### config.mk
export PLATFORM = sky130hd
export DESIGN_NAME = iir_mac_sequencer_flat
export DESIGN_NICKNAME = d
export VERILOG_FILES = /design/src/rtl/iir_mac_sequencer_if.sv /design/src/rtl/iir_mac_sequencer.sv /design/src/flat_wrapper.sv
export SDC_FILE = /design/constraint.sdc
export NUM_CORES = 1
export LEC_CHECK = 0
export ABC_CLOCK_PERIOD_IN_PS = 10300
export BUFFER_PORTS_ARGS = -buffer_cell sky130_fd_sc_hd__buf_2
export CAP_MARGIN = 10
export CORE_ASPECT_RATIO = 1.25
export CORE_MARGIN = 2
export CORE_UTILIZATION = 40
export DETAILED_ROUTE_END_ITERATION = 8
export GPL_TIMING_DRIVEN = 0
export SLEW_MARGIN = 20
export SYNTH_ARGS = -nofsm -noshare
export SYNTH_HDL_FRONTEND = slang
export SYNTH_SLANG_ARGS = --single-unit
### constraint.sdc
create_clock -name clk -period 10.3 [get_ports clk]
set_clock_uncertainty 0.15 [all_clocks]
set_input_delay 0 -clock clk [delete_from_list [all_inputs] [get_ports clk]]
set_output_delay 0 -clock clk [all_outputs]
set_load 0.1 [all_outputs]
### src/rtl/iir_mac_sequencer_if.sv
// iir_mac_sequencer_if
//   Sample handshake bundle between the sample source, the IIR sequencer and
//   the sample sink.
//   Signals:
//     in_valid  / in_ready  / in_data  : input sample x[n] (valid/ready)
//     out_valid / out_ready / out_data : result y[n] (valid/ready)
//   Modports:
//     master : the environment side (drives samples, accepts results)
//     slave  : the sequencer side
interface iir_mac_sequencer_if #(
  parameter int DW = 16
);
  logic                 in_valid;
  logic                 in_ready;
  logic signed [DW-1:0] in_data;
  logic                 out_valid;
  logic                 out_ready;
  logic signed [DW-1:0] out_data;

  modport master (
    output in_valid, in_data, out_ready,
    input  in_ready, out_valid, out_data
  );

  modport slave (
    input  in_valid, in_data, out_ready,
    output in_ready, out_valid, out_data
  );
endinterface

### src/rtl/iir_mac_sequencer.sv
// iir_mac_sequencer
//   Time-multiplexed controller for a direct-form IIR filter. One sample is
//   accepted per handshake, then a single shared multiply-accumulate walks the
//   4 feed-forward (b) and 6 feedback (a) taps, one product per clock. The
//   accumulated sum is shifted right by FRAC, narrowed to DW bits, returned on
//   the output handshake and pushed into the y history.
//   Ports:
//     clk      : clock, rising edge
//     rst      : synchronous active-high reset
//     a_c[0:5] : signed feedback coefficients (pre-negated), latched on accept
//     b_c[0:3] : signed feed-forward coefficients, latched on accept
//     clear    : synchronous history flush / abort of the sample in flight
//     busy     : high whenever the sequencer is not idle
//     sat_flag : sticky clipping indicator (only live with IIR_SAT_EN)
//     io       : sample in/out handshake (iir_mac_sequencer_if.slave)
//   Build option:
//     IIR_SAT_EN : when defined, results are saturated to the DW range and
//                  sat_flag records clipping; otherwise results wrap and
//                  sat_flag is tied low.
module iir_mac_sequencer #(
  parameter int DW    = 16,
  parameter int AW    = 15,
  parameter int BW    = 12,
  parameter int FRAC  = 14,
  parameter int ACC_W = 36
) (
  input  logic                 clk,
  input  logic                 rst,
  input  logic signed [AW-1:0] a_c [0:5],
  input  logic signed [BW-1:0] b_c [0:3],
  input  logic                 clear,
  output logic                 busy,
  output logic                 sat_flag,
  iir_mac_sequencer_if.slave   io
);

  typedef enum logic [1:0] {IDLE, MAC, RND, OUT} state_t;

  state_t state, state_next;

  logic signed [DW-1:0]    x_h [0:3];
  logic signed [DW-1:0]    y_h [0:5];
  logic signed [AW-1:0]    a_s [0:5];
  logic signed [BW-1:0]    b_s [0:3];
  logic signed [ACC_W-1:0] acc;
  logic [3:0]              cnt;
  logic signed [DW-1:0]    out_data_r;
  logic                    out_valid_r;

  logic signed [AW-1:0]    coef;
  logic signed [DW-1:0]    samp;
  logic signed [ACC_W-1:0] coef_w;
  logic signed [ACC_W-1:0] samp_w;
  logic signed [ACC_W-1:0] prod;
  logic signed [DW-1:0]    r;

  // Ready is purely a function of the state register, so there is never a
  // combinational path from out_ready to in_ready.
  assign io.in_ready  = (state == IDLE);
  assign io.out_valid = out_valid_r;
  assign io.out_data  = out_data_r;
  assign busy         = (state != IDLE);

  // Tap selector: counts 0..3 pair b_k with x[n-k], counts 4..9 pair
  // a_(cnt-4) with y[n-1-(cnt-4)]. b is sign-extended to the a width so the
  // multiplier sees one coefficient format.
  always_comb begin
    coef = '0;
    samp = '0;
    for (int k = 0; k < 4; k++) begin
      if (cnt == 4'(k)) begin
        coef = {{(AW-BW){b_s[k][BW-1]}}, b_s[k]};
        samp = x_h[k];
      end
    end
    for (int k = 0; k < 6; k++) begin
      if (cnt == 4'(k + 4)) begin
        coef = a_s[k];
        samp = y_h[k];
      end
    end
  end

  // Both operands are widened to the accumulator width before multiplying so
  // the full-precision product lands sign-extended in ACC_W bits.
  assign coef_w = {{(ACC_W-AW){coef[AW-1]}}, coef};
  assign samp_w = {{(ACC_W-DW){samp[DW-1]}}, samp};
  assign prod   = coef_w * samp_w;

`ifdef IIR_SAT_EN
  localparam logic signed [ACC_W-1:0] SAT_MAX = {{(ACC_W-DW+1){1'b0}}, {(DW-1){1'b1}}};
  localparam logic signed [ACC_W-1:0] SAT_MIN = {{(ACC_W-DW+1){1'b1}}, {(DW-1){1'b0}}};

  logic signed [ACC_W-1:0] shifted;
  logic                    clip;
  logic                    sat_r;

  assign shifted = acc >>> FRAC;

  // Clamp the floored sum into the DW range; the clamped value is what gets
  // both output and fed back into the y history.
  always_comb begin
    clip = 1'b0;
    r    = shifted[DW-1:0];
    if (shifted > SAT_MAX) begin
      clip = 1'b1;
      r    = {1'b0, {(DW-1){1'b1}}};
    end else if (shifted < SAT_MIN) begin
      clip = 1'b1;
      r    = {1'b1, {(DW-1){1'b0}}};
    end
  end

  // Sticky clipping flag, armed only at the rounding step and dropped by
  // reset or clear.
  always_ff @(posedge clk) begin
    if (rst || clear) begin
      sat_r <= 1'b0;
    end else if (state == RND && clip) begin
      sat_r <= 1'b1;
    end
  end

  assign sat_flag = sat_r;
`else
  // Plain two's-complement wrap: keep the low DW bits of the floored sum.
  assign r        = DW'(acc >>> FRAC);
  assign sat_flag = 1'b0;
`endif

  // State register.
  always_ff @(posedge clk) begin
    if (rst) begin
      state <= IDLE;
    end else begin
      state <= state_next;
    end
  end

  // Next-state logic; clear overrides every handshake and returns to IDLE.
  always_comb begin
    state_next = state;
    if (clear) begin
      state_next = IDLE;
    end else begin
      case (state)
        IDLE:    if (io.in_valid) state_next = MAC;
        MAC:     if (cnt == 4'd9) state_next = RND;
        RND:     state_next = OUT;
        OUT:     if (io.out_ready) state_next = IDLE;
        default: state_next = IDLE;
      endcase
    end
  end

  // Datapath: history shifting, coefficient shadowing, accumulation and the
  // output register. Coefficients are captured only at accept so later
  // changes cannot disturb the sample in flight.
  always_ff @(posedge clk) begin
    if (rst) begin
      for (int k = 0; k < 4; k++) begin
        x_h[k] <= '0;
        b_s[k] <= '0;
      end
      for (int k = 0; k < 6; k++) begin
        y_h[k] <= '0;
        a_s[k] <= '0;
      end
      acc         <= '0;
      cnt         <= '0;
      out_data_r  <= '0;
      out_valid_r <= 1'b0;
    end else if (clear) begin
      for (int k = 0; k < 4; k++) x_h[k] <= '0;
      for (int k = 0; k < 6; k++) y_h[k] <= '0;
      acc         <= '0;
      cnt         <= '0;
      out_valid_r <= 1'b0;
    end else begin
      case (state)
        IDLE: begin
          if (io.in_valid) begin
            for (int k = 3; k > 0; k--) x_h[k] <= x_h[k-1];
            x_h[0] <= io.in_data;
            for (int k = 0; k < 4; k++) b_s[k] <= b_c[k];
            for (int k = 0; k < 6; k++) a_s[k] <= a_c[k];
            acc <= '0;
            cnt <= '0;
          end
        end
        MAC: begin
          acc <= acc + prod;
          cnt <= cnt + 4'd1;
        end
        RND: begin
          out_data_r  <= r;
          out_valid_r <= 1'b1;
          for (int k = 5; k > 0; k--) y_h[k] <= y_h[k-1];
          y_h[0] <= r;
        end
        OUT: begin
          if (io.out_ready) out_valid_r <= 1'b0;
        end
        default: ;
      endcase
    end
  end

endmodule

### src/flat_wrapper.sv
// flat-port wrapper written by rule: the top's interface ports become plain ports
module iir_mac_sequencer_flat 
#(
  parameter int DW    = 16,
  parameter int AW    = 15,
  parameter int BW    = 12,
  parameter int FRAC  = 14,
  parameter int ACC_W = 36
)
  (clk, rst, a_c, b_c, clear, busy, sat_flag, io_in_valid, io_in_data, io_out_ready, io_in_ready, io_out_valid, io_out_data);
  iir_mac_sequencer_if #(.DW(DW)) io_i ();
  input  logic clk;
  input  logic rst;
  input  logic signed [AW-1:0] a_c[0:5];
  input  logic signed [BW-1:0] b_c[0:3];
  input  logic clear;
  output logic busy;
  output logic sat_flag;
  input wire logic [$bits(io_i.in_valid)-1:0] io_in_valid;
  input wire logic [$bits(io_i.in_data)-1:0] io_in_data;
  input wire logic [$bits(io_i.out_ready)-1:0] io_out_ready;
  output wire logic [$bits(io_i.in_ready)-1:0] io_in_ready;
  output wire logic [$bits(io_i.out_valid)-1:0] io_out_valid;
  output wire logic [$bits(io_i.out_data)-1:0] io_out_data;
  assign io_i.in_valid = io_in_valid;
  assign io_i.in_data = io_in_data;
  assign io_i.out_ready = io_out_ready;
  assign io_in_ready = io_i.in_ready;
  assign io_out_valid = io_i.out_valid;
  assign io_out_data = io_i.out_data;
  iir_mac_sequencer #(.DW(DW), .AW(AW), .BW(BW), .FRAC(FRAC), .ACC_W(ACC_W)) u_core (.clk(clk), .rst(rst), .a_c(a_c), .b_c(b_c), .clear(clear), .busy(busy), .sat_flag(sat_flag), .io(io_i));
endmodule
==> run summary, run 1 <==
POWER AND IR DROP
-----------------------------------------------------------------------------------------------
Leak                                                                                    14.4 nW
Power per cell area                                                                  165 nW/um2
Worst voltage drop across the vdd grid                                                 0.145 mV

SETUP PATH
-----------------------------------------------------------------------------------------------
Worst setup EP type                                                                   flip-flop
Data required, critical path                                                           10.59 ns
Reg2reg path depth                                                                           42
Worst-path fanout max                                                                        10
Reg2Reg Capture Point                                                              u_core.acc[29]$_SDFFE_PP0P_
Slowest stage delay, CP                                                                 0.57 ns
Arrival time reported for the critical path endpoint                                   10.38 ns
Most frequent cell on the critical path                                            sky130_fd_sc_hd__fa_1
Worst reg2reg startpoint                                                           u_core.cnt[1]$_SDFFE_PP0P_
Setup crit end                                                                     u_core.acc[29]$_SDFFE_PP0P_
CP Launch Type                                                                        flip-flop
Launching instance or port of the critical path                                    u_core.cnt[1]$_SDFFE_PP0P_
Minimum setup slack among reg-to-reg paths                                              0.21 ns
Crit-path slowest cell                                                             sky130_fd_sc_hd__fa_1
Startpoint-to-endpoint class of the critical path                                       reg2reg

LOGIC SYNTHESIS
-----------------------------------------------------------------------------------------------
Mean cell area of the mapped netlist                                                   10.2 um2
Number of synthesized flops with an enable pin                                              282
Async S/R FF share, synth                                                                     0
Proportion of synthesized chip area in sequential cells                                   0.385
Most area-consuming cells after synthesis                                          sky130_fd_sc_hd__edfxtp_1 33%, sky130_fd_sc_hd__fa_1 18%, sky130_fd_sc_hd__ha_1 5.8%
List of most frequent post-synthesis cells                                         287 x sky130_fd_sc_hd__inv_1, 282 x sky130_fd_sc_hd__edfxtp_1, 231 x sky130_fd_sc_hd__fa_1
Synthesis-stage register bit count                                                          351
Most used standard cell by instance count after synthesis                          sky130_fd_sc_hd__inv_1
Cell Area, Synth                                                                      25600 um2
Number of library cell types mapped by synthesis                                             68
Leading register cell type out of synthesis                                        sky130_fd_sc_hd__edfxtp_1
Area share of the leading cell type in the synthesized netlist                            0.331
Synthesis warning total                                                                       0
Cells after synthesis                                                                      2516
Area leader, netlist                                                               sky130_fd_sc_hd__edfxtp_1
Synthesized net count                                                                      3025

FLOORPLANNING
-----------------------------------------------------------------------------------------------
Die footprint                                                                         66000 um2
Chip Height                                                                              287 um
Total I/O pin count                                                                         179
Placeable core region                                                                 63300 um2
Effective utilization at floorplan                                                        0.404
Die boundary width                                                                       230 um
# rows                                                                                      103

GLOBAL ROUTING
-----------------------------------------------------------------------------------------------
Overall Global Routing Usage                                                              0.243
First-pass GRT wire length                                                               122 mm
Antenna violations before repair                                                              1
Maximum number of pins on one net before global-route repair                                 43
Congestion Overflow GR                                                                        0
Number of global-route vias before repair                                                 21338

CTS
-----------------------------------------------------------------------------------------------
Depth of the CTS H-tree                                                                       2
Clock input transition at the sequential cells of the worst setup and hold paths        0.07 ns
Largest buffer count on any clock path                                                        3
Clock sink count                                                                            351
CTS tree                                                                                    yes
CTS root buffer                                                                    sky130_fd_sc_hd__clkbuf_16
Insertion delay of the later-clocked pin in the worst-skew pair                         0.55 ns
TritonCTS buffer count                                                                       35

MIN PATH
-----------------------------------------------------------------------------------------------
Min-delay worst type                                                                     in2reg

STA
-----------------------------------------------------------------------------------------------
Final critical delay including setup and external delays                               10.09 ns
Slew @ Worst Pin                                                                       0.958 ns
Number of setup violations in the final report                                                0
Max Fclk                                                                             0.0991 GHz
Rel. slew slack                                                                           0.359
Number of failing hold endpoints at the final stage                                           0
Number of max-slew violations in the final report                                             0
Part of the cycle the worst path needs                                                    0.980
Setup slack of the critical path after layout                                          0.208 ns
Fin Hold WS                                                                            0.102 ns

FINISH
-----------------------------------------------------------------------------------------------
Number of filler instances in the final layout                                             5593
Fraction of layout cells with a size suffix above 1                                       0.178
Sequential cell area                                                                   9860 um2
Layout Utilization                                                                        0.506
Final net count                                                                            3469
Area added between synthesis and finish                                                   25.2%
Multi-input gate area                                                                 14800 um2

PLACEMENT
-----------------------------------------------------------------------------------------------
DP Wirelength                                                                           61.7 mm
Pre-CTS setup slack                                                                    -1.95 ns
Count of port buffers added during placement                                                176
Placer Congestion                                                                         0.962

ROUTING
-----------------------------------------------------------------------------------------------
Routed length per instance                                                              21.2 um
Vias                                                                                      20347
Average vias per placed instance                                                           5.32
Detailed-route DRC error count                                                                0
Count of antenna-violating nets left after detailed routing                                   0
First DRT Iteration DRCs                                                                   1325
Routed wire length                                                                      81.0 mm
Number of search-and-repair iterations in the first detailed-routing pass                     6

JOB
-----------------------------------------------------------------------------------------------
Maxcap violations                                                                             0

STATUS
-----------------------------------------------------------------------------------------------
Status                                                                             finished, final reports clean

## sequential cells by signal, summed over array words and instances (netlist names)
register / count
u_core.y_h: 96
u_core.io.out_valid: 1
u_core.a_s: 90
u_core.state: 2
u_core.cnt: 4
u_core.b_s: 48
u_core.acc: 30
u_core.io.out_data: 16
u_core.x_h: 64
## metal layers
metal	global-route usage	part of all wire	vias to the layer above
li1	-	-	9380
met1	0.270	0.37	10051
met2	0.457	0.53	680
met3	0.0231	0.041	236
met4	0.132	0.064	0
met5	0	0	-
## kinds of logic after synthesis
logic type / after synthesis / share of synthesized area
fa+ha+maj: 350 / 0.239
flops: 351 / 0.385
xor+xnor: 53 / 0.0181
other cells: 1 / 0.000147
buf+inv: 435 / 0.0658
simple gates: 836 / 0.165
mux: 1 / 0.000391
compound gates: 489 / 0.126
## critical path: cells and delay by family (launching register included)
family / cells / cell delay [ns]
and+or+nand+nor: 7 / 1.18
adders and majority gates: 9 / 3.70
AOI/OAI and AO/OA: 17 / 3.30
DFF: 1 / 0.38
xor gates and xnor gates: 1 / 0.35
buffers and inverters: 8 / 0.90
## cells in the final DEF (no fill, tap or decap), types with 12 or more instances in the layout
master and n:
sky130_fd_sc_hd__inv_1 283, sky130_fd_sc_hd__edfxtp_1 282, sky130_fd_sc_hd__fa_1 229, sky130_fd_sc_hd__and2_1 208, sky130_fd_sc_hd__nand2_1 205, sky130_fd_sc_hd__nor2_1 192
sky130_fd_sc_hd__buf_2 184, sky130_fd_sc_hd__dlygate4sd3_1 158, sky130_fd_sc_hd__and3_1 102, sky130_fd_sc_hd__ha_1 102, sky130_fd_sc_hd__a21oi_1 80, sky130_fd_sc_hd__buf_4 77
sky130_fd_sc_hd__clkbuf_1 74, sky130_fd_sc_hd__dfxtp_1 67, sky130_fd_sc_hd__a22oi_1 61, sky130_fd_sc_hd__o21ai_0 59, sky130_fd_sc_hd__o21ai_1 41, sky130_fd_sc_hd__a21o_1 38
sky130_fd_sc_hd__clkbuf_16 36, sky130_fd_sc_hd__xnor2_1 34, sky130_fd_sc_hd__o211ai_1 30, sky130_fd_sc_hd__o21ai_2 29, sky130_fd_sc_hd__nand2b_1 28, sky130_fd_sc_hd__nand3b_1 27
sky130_fd_sc_hd__a222oi_1 26, sky130_fd_sc_hd__clkbuf_2 19, sky130_fd_sc_hd__o21a_1 19, sky130_fd_sc_hd__a21oi_2 18, sky130_fd_sc_hd__nor2b_1 17, sky130_fd_sc_hd__buf_6 13
sky130_fd_sc_hd__xor2_1 13, sky130_fd_sc_hd__buf_12 12, sky130_fd_sc_hd__ha_4 12
## where the power goes
group / internal [mW] / switching (mW) / total (mW)
Combinational: 1.01 / 1.34 / 2.35
Sequential: 1.61 / 0.0381 / 1.65
Clock: 0.721 / 0.577 / 1.30
## through the flow
| step | cell area (um2) | cells | power, mW | TNS (ns) |
|---|---|---|---|---|
| floorplan | 25600 | 2516 | 3.02 | 0 |
| global placement | 27500 | 3532 | 3.57 | -14.93 |
| detailed placement | 27700 | 3538 | 3.60 | -16.22 |
| CTS | 31200 | 3787 | 5.06 | 0 |
| global route | 32000 | 3825 | 5.59 | -0.0736 |
| finish | 32000 | 3826 | 5.30 | 0 |
## what timing repair did
action	4_1_cts	5_1_grt
hold buffers	157	1
pin swaps	29	85
endpoints found under the hold margin	170	6
gates resized for setup	196	166
gates cloned	0	1
endpoints found under the setup margin	16	10
setup buffers	31	38
## how the worst min path moves through the flow
stage	start	endpoint	slack, ns	depth (start not counted)
detailed placement	b_c[39]	u_core.b_s[0][3]$_SDFFCE_PN0P_	0.13	2
CTS	io_in_valid	u_core.cnt[3]$_SDFFE_PP0P_	0.05	6
global route	b_c[13]	u_core.b_s[2][1]$_SDFFCE_PN0P_	0.09	3
finish	b_c[36]	u_core.b_s[0][0]$_SDFFCE_PN0P_	0.10	3
floorplan	io_out_ready	u_core.io.out_valid$_SDFFE_PP0P_	0.05	3
global placement	io_in_data[12]	u_core.x_h[0][12]$_SDFFCE_PN0P_	0.13	2
## area by class of cell
| cell class | count | area share |
|---|---|---|
| plain buffers | 143 | 0.0276 |
| clock inverters | 19 | 0.00668 |
| flip-flops and latches | 351 | 0.308 |
| repair buffers | 410 | 0.0997 |
| inverters | 289 | 0.0340 |
| diodes | 1 | 0.0000782 |
| well taps | 840 | 0.0328 |
| clock buffers | 43 | 0.0286 |
| multi-input cells | 1730 | 0.463 |
No activity file was read; power rests on OpenSTA's default activity.
==> run 2: changes to the inputs <==
CTS_BUF_LIST = sky130_fd_sc_hd__clkbuf_4   (was default)
==> run summary, run 2 (synthesized netlist as in run 1, its figures left out) <==
STATUS
-----------------------------------------------------------------------------------------------
Status                                                                             finished, final reports clean

FLOORPLANNING
-----------------------------------------------------------------------------------------------
Die boundary width                                                                       230 um   unchanged
Placeable core region                                                                 63300 um2   unchanged
Total I/O pin count                                                                         179   unchanged
Effective utilization at floorplan                                                        0.404   unchanged
# rows                                                                                      103   unchanged
Chip Height                                                                              287 um   unchanged
Die footprint                                                                         66000 um2   unchanged

STA
-----------------------------------------------------------------------------------------------
Number of max-slew violations in the final report                                             0   unchanged
Fin Hold WS                                                                            0.181 ns   +0.0791 ns
Slew @ Worst Pin                                                                        1.09 ns   +0.133 ns
Max Fclk                                                                             0.0990 GHz   -0.11%
Summed negative setup slack over all endpoints                                             0 ns   unchanged
Part of the cycle the worst path needs                                                    0.981   +0.00110
Number of failing hold endpoints at the final stage                                           0   unchanged
Final critical delay including setup and external delays                               10.10 ns   +0.0114 ns
Rel. slew slack                                                                           0.272   -0.0865
Number of setup violations in the final report                                                0   unchanged

SETUP PATH
-----------------------------------------------------------------------------------------------
Worst-path fanout max                                                                         7   -3
Arrival time reported for the critical path endpoint                                   10.56 ns   +0.18 ns
Slowest stage delay, CP                                                                 0.58 ns   about the same
Most frequent cell on the critical path                                            sky130_fd_sc_hd__fa_1
Data required, critical path                                                           10.76 ns   +0.17 ns
Startpoint-to-endpoint class of the critical path                                       reg2reg
Crit-path slowest cell                                                             sky130_fd_sc_hd__fa_1
CP Launch Type                                                                        flip-flop
Worst setup EP type                                                                   flip-flop

MIN PATH
-----------------------------------------------------------------------------------------------
Min-delay worst type                                                                     in2reg

GLOBAL ROUTING
-----------------------------------------------------------------------------------------------
Met2 layer usage reported by global route                                                 0.485   +0.0282
Congestion Overflow GR                                                                        0   unchanged
Layer carrying the most global-route usage                                                 met2
GR met3 Demand/Resource                                                                  0.0351   +0.0120
First-pass GRT wire length                                                               131 mm   +6.9%
Overall Global Routing Usage                                                              0.260   +0.0170
Maximum number of pins on one net before global-route repair                                 43   unchanged
Number of global-route vias before repair                                                 23127   +8.4%
Global-route track usage on met1                                                          0.278   +0.00810
Antenna violations before repair                                                              8   +7

FINISH
-----------------------------------------------------------------------------------------------
Multi-input gate area                                                                 14900 um2   +0.30%
Register name with the most flops                                                    u_core.y_h
Layout Utilization                                                                        0.535   +0.0291
Top library cells by usage in the layout, fill and taps aside                      315 x sky130_fd_sc_hd__dlygate4sd3_1, 282 x sky130_fd_sc_hd__edfxtp_1, 275 x sky130_fd_sc_hd__inv_1
Final net count                                                                            3693   +6.5%
Number of filler instances in the final layout                                             5372   -4.0%
Most common cell after layout, fill and taps aside                                 sky130_fd_sc_hd__dlygate4sd3_1
Sequential cell area                                                                   9860 um2   unchanged
Fraction of layout cells with a size suffix above 1                                       0.198   +0.0203
Area added between synthesis and finish                                                   32.4%
Summed area of non-filler cells in the final layout                                   33900 um2   +5.8%
Number of flip-flops under the largest register name                                         96   unchanged
Registers with the most flip-flops                                                 u_core.y_h: 96 flops, u_core.a_s: 90 flops, u_core.x_h: 64 flops

CTS
-----------------------------------------------------------------------------------------------
Clock sink count                                                                            351   unchanged
Depth of the CTS H-tree                                                                       3   +1
Insertion delay of the later-clocked pin in the worst-skew pair                         0.79 ns   +0.24 ns
TritonCTS buffer count                                                                       84   +140%
CTS root buffer                                                                    sky130_fd_sc_hd__clkbuf_4
CTS tree                                                                                    yes
Clock input transition at the sequential cells of the worst setup and hold paths        0.07 ns   about the same
Largest buffer count on any clock path                                                        3   unchanged

POWER AND IR DROP
-----------------------------------------------------------------------------------------------
Overall power consumption                                                               5.28 mW   -0.34%
Power per cell area                                                                  156 nW/um2   -5.8%
Leak                                                                                    15.2 nW   +6.0%
Worst voltage drop across the vdd grid                                                 0.110 mV   -25%

ROUTING
-----------------------------------------------------------------------------------------------
First DRT Iteration DRCs                                                                   1591   +20%
Average vias per placed instance                                                           5.35   +0.66%
Routed length per instance                                                              21.5 um   +1.5%
Vias                                                                                      21933   +7.8%
Count of antenna-violating nets left after detailed routing                                   0   unchanged
Routed wire length                                                                      88.0 mm   +8.7%
Detailed-route DRC error count                                                                0   unchanged
Number of search-and-repair iterations in the first detailed-routing pass                     7   +1

PLACEMENT
-----------------------------------------------------------------------------------------------
Count of port buffers added during placement                                                176   unchanged
Placer Congestion                                                                         0.962   unchanged
DP Wirelength                                                                           61.7 mm   unchanged
Instance area at placement                                                            27700 um2   unchanged

JOB
-----------------------------------------------------------------------------------------------
Maxcap violations                                                                             0   unchanged

run 2: cell types whose count changed in the layout (fill, tap and decap cells not counted), sizes merged:
cell and change:
clkinv +16, clkbuf +77, buf +13, dlygate4sd3 +157, diode +11, inv -1, clkinvlp -2
run 2: layout make-up:
type / count / area share
multi-input cells: 1730 / 0.439
flip-flops and latches: 351 / 0.291
repair buffers: 587 / 0.147
inverters: 289 / 0.0323
well taps: 840 / 0.0310
plain buffers: 141 / 0.0268
clock buffers: 115 / 0.0255
clock inverters: 32 / 0.00639
diodes: 12 / 0.000887
run 2: worst max-delay path: cells and delay by family (launching register included):
family                   cells  cell delay, ns
flip-flops                   1            0.39
buffers and inverters        7            0.73
AND/OR/NAND/NOR              8            1.14
XOR/XNOR                     1            0.36
adder cells (fa/ha/maj)      9            3.85
AO/OA/AOI/OAI               18            3.24
run 2: what timing repair did:
action	4_1_cts	5_1_grt
setup buffers	39	44
endpoints found under the hold margin	259	0
cloned	1	6
gates resized for setup	212	199
pin swaps	31	136
endpoints found under the setup margin	16	9
hold buffers	315	0
run 2: worst paths after layout:
check                                                    startpoint                                  end  slack, ns  cells past startpoint
worst max-delay path                     u_core.cnt[1]$_SDFFE_PP0P_          u_core.acc[29]$_SDFFE_PP0P_       0.20                     43
worst min-delay path                                   io_out_ready         u_core.state[1]$_SDFFE_PP0P_       0.18                      6
worst max register to register           u_core.cnt[1]$_SDFFE_PP0P_          u_core.acc[29]$_SDFFE_PP0P_       0.20                     43
worst min register to register  u_core.io.out_data[10]$_SDFFE_PP0P_  u_core.io.out_data[10]$_SDFFE_PP0P_       0.30                      1
run 2: report_power, final:
part           internal (mW)  switching, mW  leakage, nW
clock                  0.597          0.587        0.640
sequential              1.61         0.0404         3.63
combinational           1.09           1.36         11.0
total                   3.29           1.99         15.2
run 2: per-layer routing:
layer | part of all wire | vias up
met1 | 0.35 | 10799
met2 | 0.53 | 906
li1 | - | 9896
met4 | 0.064 | 2
met5 | 0.00015 | -
met3 | 0.048 | 330
run 2: stage by stage:
step	setup WS, ns	std cells
2_1_floorplan	0.812	2516
3_3_place_gp	-1.87	3532
3_5_place_dp	-1.95	3538
4_1_cts	0.00103	4038
5_1_grt	-0.127	4092
6_report	0.197	4097
